File: config.mk
export PLATFORM = sky130hd
export DESIGN_NAME = crc10_word_step
export DESIGN_NICKNAME = d
export VERILOG_FILES = /design/src/rtl/crc10_pkg.sv /design/src/rtl/crc10_word_step.sv
export SDC_FILE = /design/constraint.sdc
export NUM_CORES = 1
export LEC_CHECK = 0
export CAP_MARGIN = 25
export CORE_UTILIZATION = 35
export DETAILED_ROUTE_END_ITERATION = 10
export PLACE_DENSITY = 0.82
export SETUP_SLACK_MARGIN = 0.3
export SLEW_MARGIN = 20
export SYNTH_ARGS = -nofsm -noshare
export SYNTH_HDL_FRONTEND = slang
export SYNTH_SLANG_ARGS = --single-unit
export TNS_END_PERCENT = 10
File: constraint.sdc
create_clock -name vclk -period 2.4
set_input_delay 0.48 -clock vclk [all_inputs]
set_output_delay 0.48 -clock vclk [all_outputs]
set_load 0.01 [all_outputs]
File: src/rtl/crc10_pkg.sv
// crc10_pkg: shared CRC-10 constants, FSM state type and one-bit register update
package crc10_pkg;
   localparam int CRC_W = 10;
   localparam logic [CRC_W-1:0] POLY_DEFAULT = 10'h233;

   typedef enum logic [1:0] {IDLE, BODY, RESULT} state_t;

   function automatic logic [CRC_W-1:0] crc10_step(input logic [CRC_W-1:0] crc, input logic d,
                                                  input logic [CRC_W-1:0] poly);
      return {crc[CRC_W-2:0], d} ^ (crc[CRC_W-1] ? poly : '0);
   endfunction
endpackage

File: src/rtl/crc10_word_step.sv
// crc10_word_step: one full data word of serial CRC-10 steps, word MSB first
module crc10_word_step import crc10_pkg::*; #(
   parameter int               DATA_W = 32,
   parameter logic [CRC_W-1:0] POLY   = POLY_DEFAULT
) (
   input  logic [CRC_W-1:0]  crc,
   input  logic [DATA_W-1:0] word,
   output logic [CRC_W-1:0]  next_crc
);
   // Shift the word in bit by bit, highest bit first, exactly like the generator
   always_comb begin
      next_crc = crc;
      for (int i = DATA_W - 1; i >= 0; i--) next_crc = crc10_step(next_crc, word[i], POLY);
   end
endmodule

* After elaboration in Yosys (flattened, before gate mapping)
Cells that the tools add are included.
** Storage, ports and cells
- Input bits :: 42
- Output and inout bits :: 10
- Register bits :: 0
** Cells by class
- Bitwise logic cells :: 32
- Mux-type cells :: 32
** Operators with widths (number)
- $mux 10 :: 32
- $xor 10x10->10 :: 32

* Longest topological paths before layout
Gate-level depths: netlist of run 1.
- Depth after elaboration :: 64
- Gate-level depth with buffers :: 5

* Worst setup path before layout of run 1
OpenSTA, ideal clock, no wires.
- Path type :: in2out
- Start :: input port crc[9]
- End :: output port next_crc[4]
- Setup slack :: -193 ps
- Stages on the path :: 5
- Arrival :: 2113 ps
- Path through :: xor2_1 xor3_1 xnor2_1 xnor3_1 xnor2_1
** On the way
- Word-level cells in the longest chain between the ends :: 64
** Ends and longest elaborated chain
- from (decl) :: line crc10_word_step.sv:6 : input logic [CRC_W-1:0] crc,
- $mux 10 * :: line crc10_pkg.sv:10 : return {crc[CRC_W-2:0], d} ^ (crc[CRC_W-1] ? poly : '0);
- $xor 10x10->10 * :: line crc10_pkg.sv:10
- $mux 10 :: line crc10_pkg.sv:10
- $xor 10x10->10 * :: line crc10_pkg.sv:10
- $mux 10 :: line crc10_pkg.sv:10
- $xor 10x10->10 * :: line crc10_pkg.sv:10
- $mux 10 :: line crc10_pkg.sv:10
- $xor 10x10->10 * :: line crc10_pkg.sv:10
- [... 48 more ...]
- $mux 10 :: line crc10_pkg.sv:10
- $xor 10x10->10 * :: line crc10_pkg.sv:10
- $mux 10 :: line crc10_pkg.sv:10
- $xor 10x10->10 * :: line crc10_pkg.sv:10
- $mux 10 :: line crc10_pkg.sv:10
- $xor 10x10->10 * :: line crc10_pkg.sv:10
- $mux 10 :: line crc10_pkg.sv:10
- $xor 10x10->10 * :: line crc10_pkg.sv:10
- to (decl) :: line crc10_word_step.sv:8 : output logic [CRC_W-1:0] next_crc
Every way passes the cells marked *; elsewhere a longest branch is shown, timed or not.

* Worst setup path in the final report of run 1
- Start :: input port crc[2]
- End :: output port next_crc[0]
** On the way
- Word-level cells in the longest chain between the ends :: 57
** Ends and longest elaborated chain (line)
- $xor 10x10->10 * (7 in a row) :: crc10_pkg.sv:10
- $mux 10 * :: crc10_pkg.sv:10
- $xor 10x10->10 * :: crc10_pkg.sv:10
- $mux 10 :: crc10_pkg.sv:10
- $xor 10x10->10 * :: crc10_pkg.sv:10
- $mux 10 :: crc10_pkg.sv:10
- $xor 10x10->10 * :: crc10_pkg.sv:10
- $mux 10 :: crc10_pkg.sv:10
- [... 35 more ...]
- $mux 10 :: crc10_pkg.sv:10
- $xor 10x10->10 * :: crc10_pkg.sv:10
- $mux 10 :: crc10_pkg.sv:10
- $xor 10x10->10 * :: crc10_pkg.sv:10
- $mux 10 :: crc10_pkg.sv:10
- $xor 10x10->10 * :: crc10_pkg.sv:10
- $mux 10 * :: crc10_pkg.sv:10
- $xor 10x10->10 * :: crc10_pkg.sv:10
Marks and branches as above.

==> results of run 1 <==
## critical path, cell delays in order
cell	delay, ns
buf_6	0.07
xnor3_2	0.44
buf_4	0.17
xnor2_2	0.14
xnor2_2	0.20
xnor3_2	0.39
buf_6	0.14
xor2_2	0.16
buf_2	0.15
## through the flow
step           hold WS [ns]  TNS [ns]
2_1_floorplan          1.05   -0.0541
3_3_place_gp           1.97    -10.22
3_5_place_dp           1.97    -10.37
4_1_cts                1.63     -3.88
5_1_grt                1.65     -3.62
6_report               1.62     -3.06
## cells in the final DEF (no fill, tap or decap)
cell type        instances
buf_4                   33
xnor2_1                 24
clkdlybuf4s50_1         18
xnor2_2                 16
buf_2                   14
buf_6                   11
xor2_2                   7
xnor3_1                  6
xnor3_2                  6
dlygate4sd2_1            6
xor2_1                   4
clkbuf_2                 4
xnor2_4                  3
clkdlybuf4s15_1          2
dlymetal6s2s_1           2
xor3_2                   1
clkdlybuf4s15_2          1
## what timing repair did
action / CTS / global route
buffers inserted: 10 / 5
pin swaps: 33 / 18
setup endpoints to repair: 10 / 10
hold endpoints to repair: 0 / 0
gates resized for setup: 116 / 26
## routing by layer
layer  GRT usage [%]  vias up  part of all wire, %
met5               0        -                    0
met4               0        0                 0.70
met3            1.54        2                  4.1
met2            51.6       31                   55
met1            27.9      376                   40
li1                -      392                    -
## power by group through the flow
stage               sequential (W)  clock [W]  combinational [W]
floorplan                        0          0           0.000869
global placement                 0          0            0.00159
detailed placement               0          0            0.00161
CTS                              0          0            0.00171
global route                     0          0            0.00186
finish                           0          0            0.00179
## cell families (layout without fill, tap and decap cells)
group / Yosys count / count (layout)
buffers and inverters: 0 / 91
XOR/XNOR: 67 / 67
## final timing paths
check                         end
worst min-delay path  next_crc[2]
worst max-delay path  next_crc[0]
## cell type report
cell class | count | area (sq um) | area share [%]
Multi-Input combinational cell | 67 | 1000 | 56.2
Tap cell | 27 | 33.8 | 1.89
Timing Repair Buffer | 91 | 751 | 42.0
==> flow_summary_export.csv, run 1 <==
group,metric,value,unit
synthesis,yosysUniqueCellTypes,5,
sta,tightest_slew,0.323,ns
min_path,whs_path_depth,3,
min_path,hp-class,"in2out",
cells_and_area,area_growth,127,%
cells_and_area,fill_cells,100,
global_route,antenna_found_initial,0,
cells_and_area,drive_gt1_share,60.8,%
synthesis,syn_nets,109,
setup_path,path_class,"in2out",
run_status,status,"finished, violations left",
global_route,grt_pass1_wl,4.51,mm
synthesis,ys_warn_count,0,
setup_path,arrival,2.34,ns
pwr,power_frac_seq,0,%
clocking,hold_buffers,0,
pwr,p_switching,0.000759,W
pwr,internal_power,0.00103,W
pwr,p_clk_share,0,%
floorplanning,core_area,2040,sq um
floorplanning,dieWidth,49.5,um
cells_and_area,diodes,0,
placement,gp_congestion,0.789,
placement,dp_cells,170,
cells_and_area,post-route-util,87.6,%
synthesis,synthTopCellsByArea,"xnor2_1 (44%), xnor3_1 (34%), xor2_1 (12%), xnor2_2 (6.2%), xor3_1 (3.0%)",
placement,place_ws,-1.11,ns
synthesis,yosysMostFrequentCell,"xnor2_1",
synthesis,synthSimpleGateAreaFrac,0,%
setup_path,critPathMaxFanout,2,
pwr,combPwrFrac,100.0,%
cells_and_area,final_net_count,202,
global_route,first_global_vias,935,
floorplanning,die-area,2450,sq um
routing,drc,0,
setup_path,cp-start-kind,"input pin",
floorplanning,start_util,38.7,%
routing,drtIter0Drc,5,
sta,hold_viol,0,
sta,period_share,118,%
synthesis,synth_compound_area_share,0,%
cells_and_area,register_area,0,sq um
pwr,peakVddDrop,0.840,mV
placement,port_buffers,52,
run_status,violations,"negative setup slack",
routing,vias,801,
synthesis,ys_top_cells_by_count,"xnor2_1 (40), xnor3_1 (12), xor2_1 (11), xnor2_2 (3), xor3_1 (1)",
synthesis,synth_xor_area_share,100,%
global_route,grt_max_degree,4,
global_route,grt-ovfl-total,0,
routing,wire_per_inst,16.2,um
routing,drtAntennaViolNets,0,
cells_and_area,final_cells,185,
synthesis,synth_top_family_by_area,"XOR/XNOR gates",
routing,drt_pass1_iterations,2,
synthesis,synthAdderAreaFrac,0,%
floorplanning,die_y,49.5,um
sta,rsz0062_at_grt,"true",
synthesis,synth_area,790,sq um
sta,maxSlewViolCount,0,
cells_and_area,clock_buffers,0,
sta,fmax,0.355,GHz
synthesis,synth.avg_cell_area,11.8,sq um
sta,slew-limit-headroom,78.3,%
setup_path,worstSetupStartpoint,"crc[2]",
synthesis,synth_seq_area_share,0,%
setup_path,end_kind,"primary output",
sta,report.final.setup_viol,10,
flow_run,cap_violations,0,
pwr,p_per_area,998,nW/um^2
pwr,p_leak,0.898,nW
pwr,p_sw_share,42.5,%
cells_and_area,final_cell_area,1790,sq um
floorplanning,rows,16,
floorplanning,num_io_pins,52,
sta,finalCriticalPeriod,2.82,ns
synthesis,postSynthCellCount,67,
synthesis,netlist.area_leader.share,44.4,%
cells_and_area,nFlopsAndLatches,0,
sta,finalWorstSetupSlack,-0.420,ns
setup_path,cp.required,1.92,ns
routing,routed_wirelength,2.99,mm
pwr,power,0.00179,W
global_route,track_usage,24.5,%
placement,place_area,1560,sq um
min_path,min_from,"word[2]",
synthesis,yosys.area.top_type,"xnor2_1",
placement,place_hpwl,2.01,mm
synthesis,synth_mux_area_share,0,%
routing,viasPerCell,4.33,
Power figures use the tool's default switching activity.
==> inputs of run 2 (changes only) <==
==> constraint.sdc (replaced) <==
create_clock -name vclk -period 2.4
set_input_delay 0.48 -clock vclk [all_inputs]
set_output_delay 0.48 -clock vclk [all_outputs]
set_load 0.005 [all_outputs]
==> flow_summary_export.csv, run 2 <==
group,metric,value,unit
synthesis,netlist.area_leader.share,44.4,%
synthesis,syn_nets,109,
synthesis,yosysUniqueCellTypes,5,
synthesis,ys_top_cells_by_count,"xnor2_1 (40), xnor3_1 (12), xor2_1 (11), xnor2_2 (3), xor3_1 (1)",
clocking,hold_buffers,0,
global_route,grt_max_degree,4,
synthesis,postSynthCellCount,67,
placement,port_buffers,52,
sta,worst_endpoint,"next_crc[0]",
synthesis,yosys.area.top_type,"xnor2_1",
sta,worstEndpointType,"output port",
synthesis,synth_area,790,sq um
run_status,status,"did not finish",
global_route,antenna_found_initial,0,
synthesis,yosysMostFrequentCell,"xnor2_1",
floorplanning,start_util,38.7,%
synthesis,ys_warn_count,0,
placement,gp_congestion,0.772,
floorplanning,die_y,49.5,um
synthesis,synthTopCellsByArea,"xnor2_1 (44%), xnor3_1 (34%), xor2_1 (12%), xnor2_2 (6.2%), xor3_1 (3.0%)",
synthesis,synth_seq_area_share,0,%
run_status,haltStage,"5_1_grt",
floorplanning,dieWidth,49.5,um
floorplanning,rows,16,
placement,place_hpwl,2.06,mm
run_status,tool.error,"[ERROR DPL-0033] detailed placement checks failed during check placement.",
synthesis,synth.avg_cell_area,11.8,sq um
floorplanning,num_io_pins,52,
## run 2: cell counts after synthesis
Identical to the previous run, type by type.
## run 2: timing repair
action	CTS
setup buffers	14
gates resized for setup	98
endpoints found under the setup margin	10
pin swaps	33
## run 2: cells by family after synthesis
kind of cell	share of synthesized area, %
xor gates and xnor gates	100
## run 2: through the flow
stage                     setup WS [ns]  instance area [sq um]  TNS, ns  std cells
after floorplan                  0.0147                    797        0         67
after global placement            -1.00                   1550    -9.57        172
after detailed placement          -1.14                   1550   -10.27        172
after CTS                        -0.537                   1820    -3.42        186
==> inputs of run 3 (changes only) <==
Settings changed: CORE_AREA set to 2 2 63 65, CORE_UTILIZATION 35 to unset, DIE_AREA set to 0 0 65 67, PLACE_DENSITY 0.82 to unset, PLACE_DENSITY_LB_ADDON set to 0.15, SETUP_SLACK_MARGIN 0.3 to unset.
Clock period 2.4 ns to 3.1 ns, I/O delays scaled along.
==> flow_summary_export.csv, run 3 (synthesis gave the netlist of run 1 again) <==
group,metric,value,unit
setup_path,cp-start-kind,"input pin",
pwr,peakVddDrop,0.449,mV
floorplanning,die_y,67,um
floorplanning,start_util,21.9,%
placement,place_area,1590,sq um
pwr,p_per_area,661,nW/um^2
cells_and_area,layout_commonest_cell,"buf_4",
routing,drc,0,
placement,port_buffers,52,
cells_and_area,multi_input_area,1080,sq um
global_route,track_usage,11.7,%
setup_path,critPathMostFrequentCell,"xnor2_2",
routing,vias,808,
setup_path,endpoint,"next_crc[9]",
sta,report.final.setup_viol,1,
global_route,antenna_found_initial,0,
setup_path,crit_chain,"clkdlybuf4s50_1 -> xnor2_2 -> xnor2_2 -> buf_4 -> xnor2_2 -> xnor3_2 -> buf_4 -> xnor2_2 -> buf_2",
cells_and_area,diodes,0,
placement,place_hpwl,1.99,mm
sta,finalCriticalPeriod,3.13,ns
min_path,hp-class,"in2out",
min_path,whs_path_depth,3,
flow_run,cap_violations,0,
cells_and_area,clock_buffers,0,
cells_and_area,nFlopsAndLatches,0,
floorplanning,num_io_pins,52,
global_route,grt-ovfl-total,0,
setup_path,cp.required,2.48,ns
setup_path,end_kind,"primary output",
setup_path,worstSetupStartpoint,"word[25]",
cells_and_area,fill_cells,336,
setup_path,slowest_stage,"clkdlybuf4s50_1",
clocking,hold_buffers,0,
sta,rsz0062_at_grt,"true",
sta,hold_viol,0,
pwr,p_leak,0.946,nW
global_route,first_global_vias,859,
placement,gp_congestion,0.767,
floorplanning,rows,22,
routing,drt_pass1_iterations,4,
global_route,grt_pass1_wl,3.94,mm
cells_and_area,drive_gt1_share,60.1,%
sta,maxSlewViolCount,0,
cells_and_area,post-route-util,53.5,%
floorplanning,core_area,3610,sq um
sta,period_share,101,%
run_status,status,"finished, violations left",
routing,viasPerCell,3.83,
sta,tightest_slew,0.415,ns
cells_and_area,final_cell_mix,"buf_4 (41), clkdlybuf4s50_1 (21), xnor2_2 (19)",
sta,finalWorstSetupSlack,-0.0257,ns
routing,drtIter0Drc,2,
global_route,grt_max_degree,4,
cells_and_area,final_cell_area,1930,sq um
cells_and_area,register_area,0,sq um
sta,slew-limit-headroom,72.1,%
setup_path,path_class,"in2out",
cells_and_area,area_growth,145,%
setup_path,critPathMaxFanout,2,
cells_and_area,final_net_count,207,
setup_path,arrival,2.51,ns
routing,wire_per_inst,11.2,um
sta,fmax,0.320,GHz
run_status,violations,"negative setup slack",
setup_path,slowest_delay,0.45,ns
routing,routed_wirelength,2.36,mm
floorplanning,die-area,4360,sq um
routing,drtAntennaViolNets,0,
floorplanning,dieWidth,65,um
[run 3: area by class of cell]
class	count	area share [%]
Multi-Input combinational cell	67	55.8
Timing Repair Buffer	96	41.1
Tap cell	48	3.11
[run 3: worst min-delay path by stage]
stage / start / end / slack (ns)
3_5_place_dp: word[2] / next_crc[2] / 2.21
5_1_grt: word[2] / next_crc[2] / 1.98
3_3_place_gp: word[2] / next_crc[2] / 2.21
6_report: word[2] / next_crc[2] / 1.97
4_1_cts: word[2] / next_crc[2] / 1.97
2_1_floorplan: word[2] / next_crc[2] / 1.30
[run 3: report_power, final]
part	internal, W	switching, W	leakage, nW	total [W]
sequential	0	0	0	0
clock	0	0	0	0
combinational	0.000826	0.000450	0.946	0.00128
[run 3: through the flow]
step	setup TNS [ns]	hold WS, ns	setup slack [ns]	power [W]	instances
global placement	-6.57	2.21	-0.864	0.00111	196
detailed placement	-6.47	2.21	-0.802	0.00111	196
global route	-0.377	1.98	-0.123	0.00138	211
floorplan	0	1.30	0.300	0.000537	67
finish	-0.0257	1.97	-0.0257	0.00128	211
CTS	-0.352	1.97	-0.0978	0.00116	207
[run 3: layer usage]
layer,GRT usage (%),up-vias,wire (um)
li1,-,402,-
met1,13.5,374,893
met2,23.7,30,1290
met3,1.35,2,147
met4,1.06,0,27
met5,0,-,0
[run 3: timing repair]
item	in CTS	in global routing
cloned	0	0
gates resized for setup	83	31
setup buffers	11	4
endpoints found under the setup margin	10	10
pin swaps	32	16
[run 3: critical path, delay by kind of cell]
kind / cells / cell delay (ns)
buf+inv: 4 / 0.91
xor+xnor: 5 / 0.98
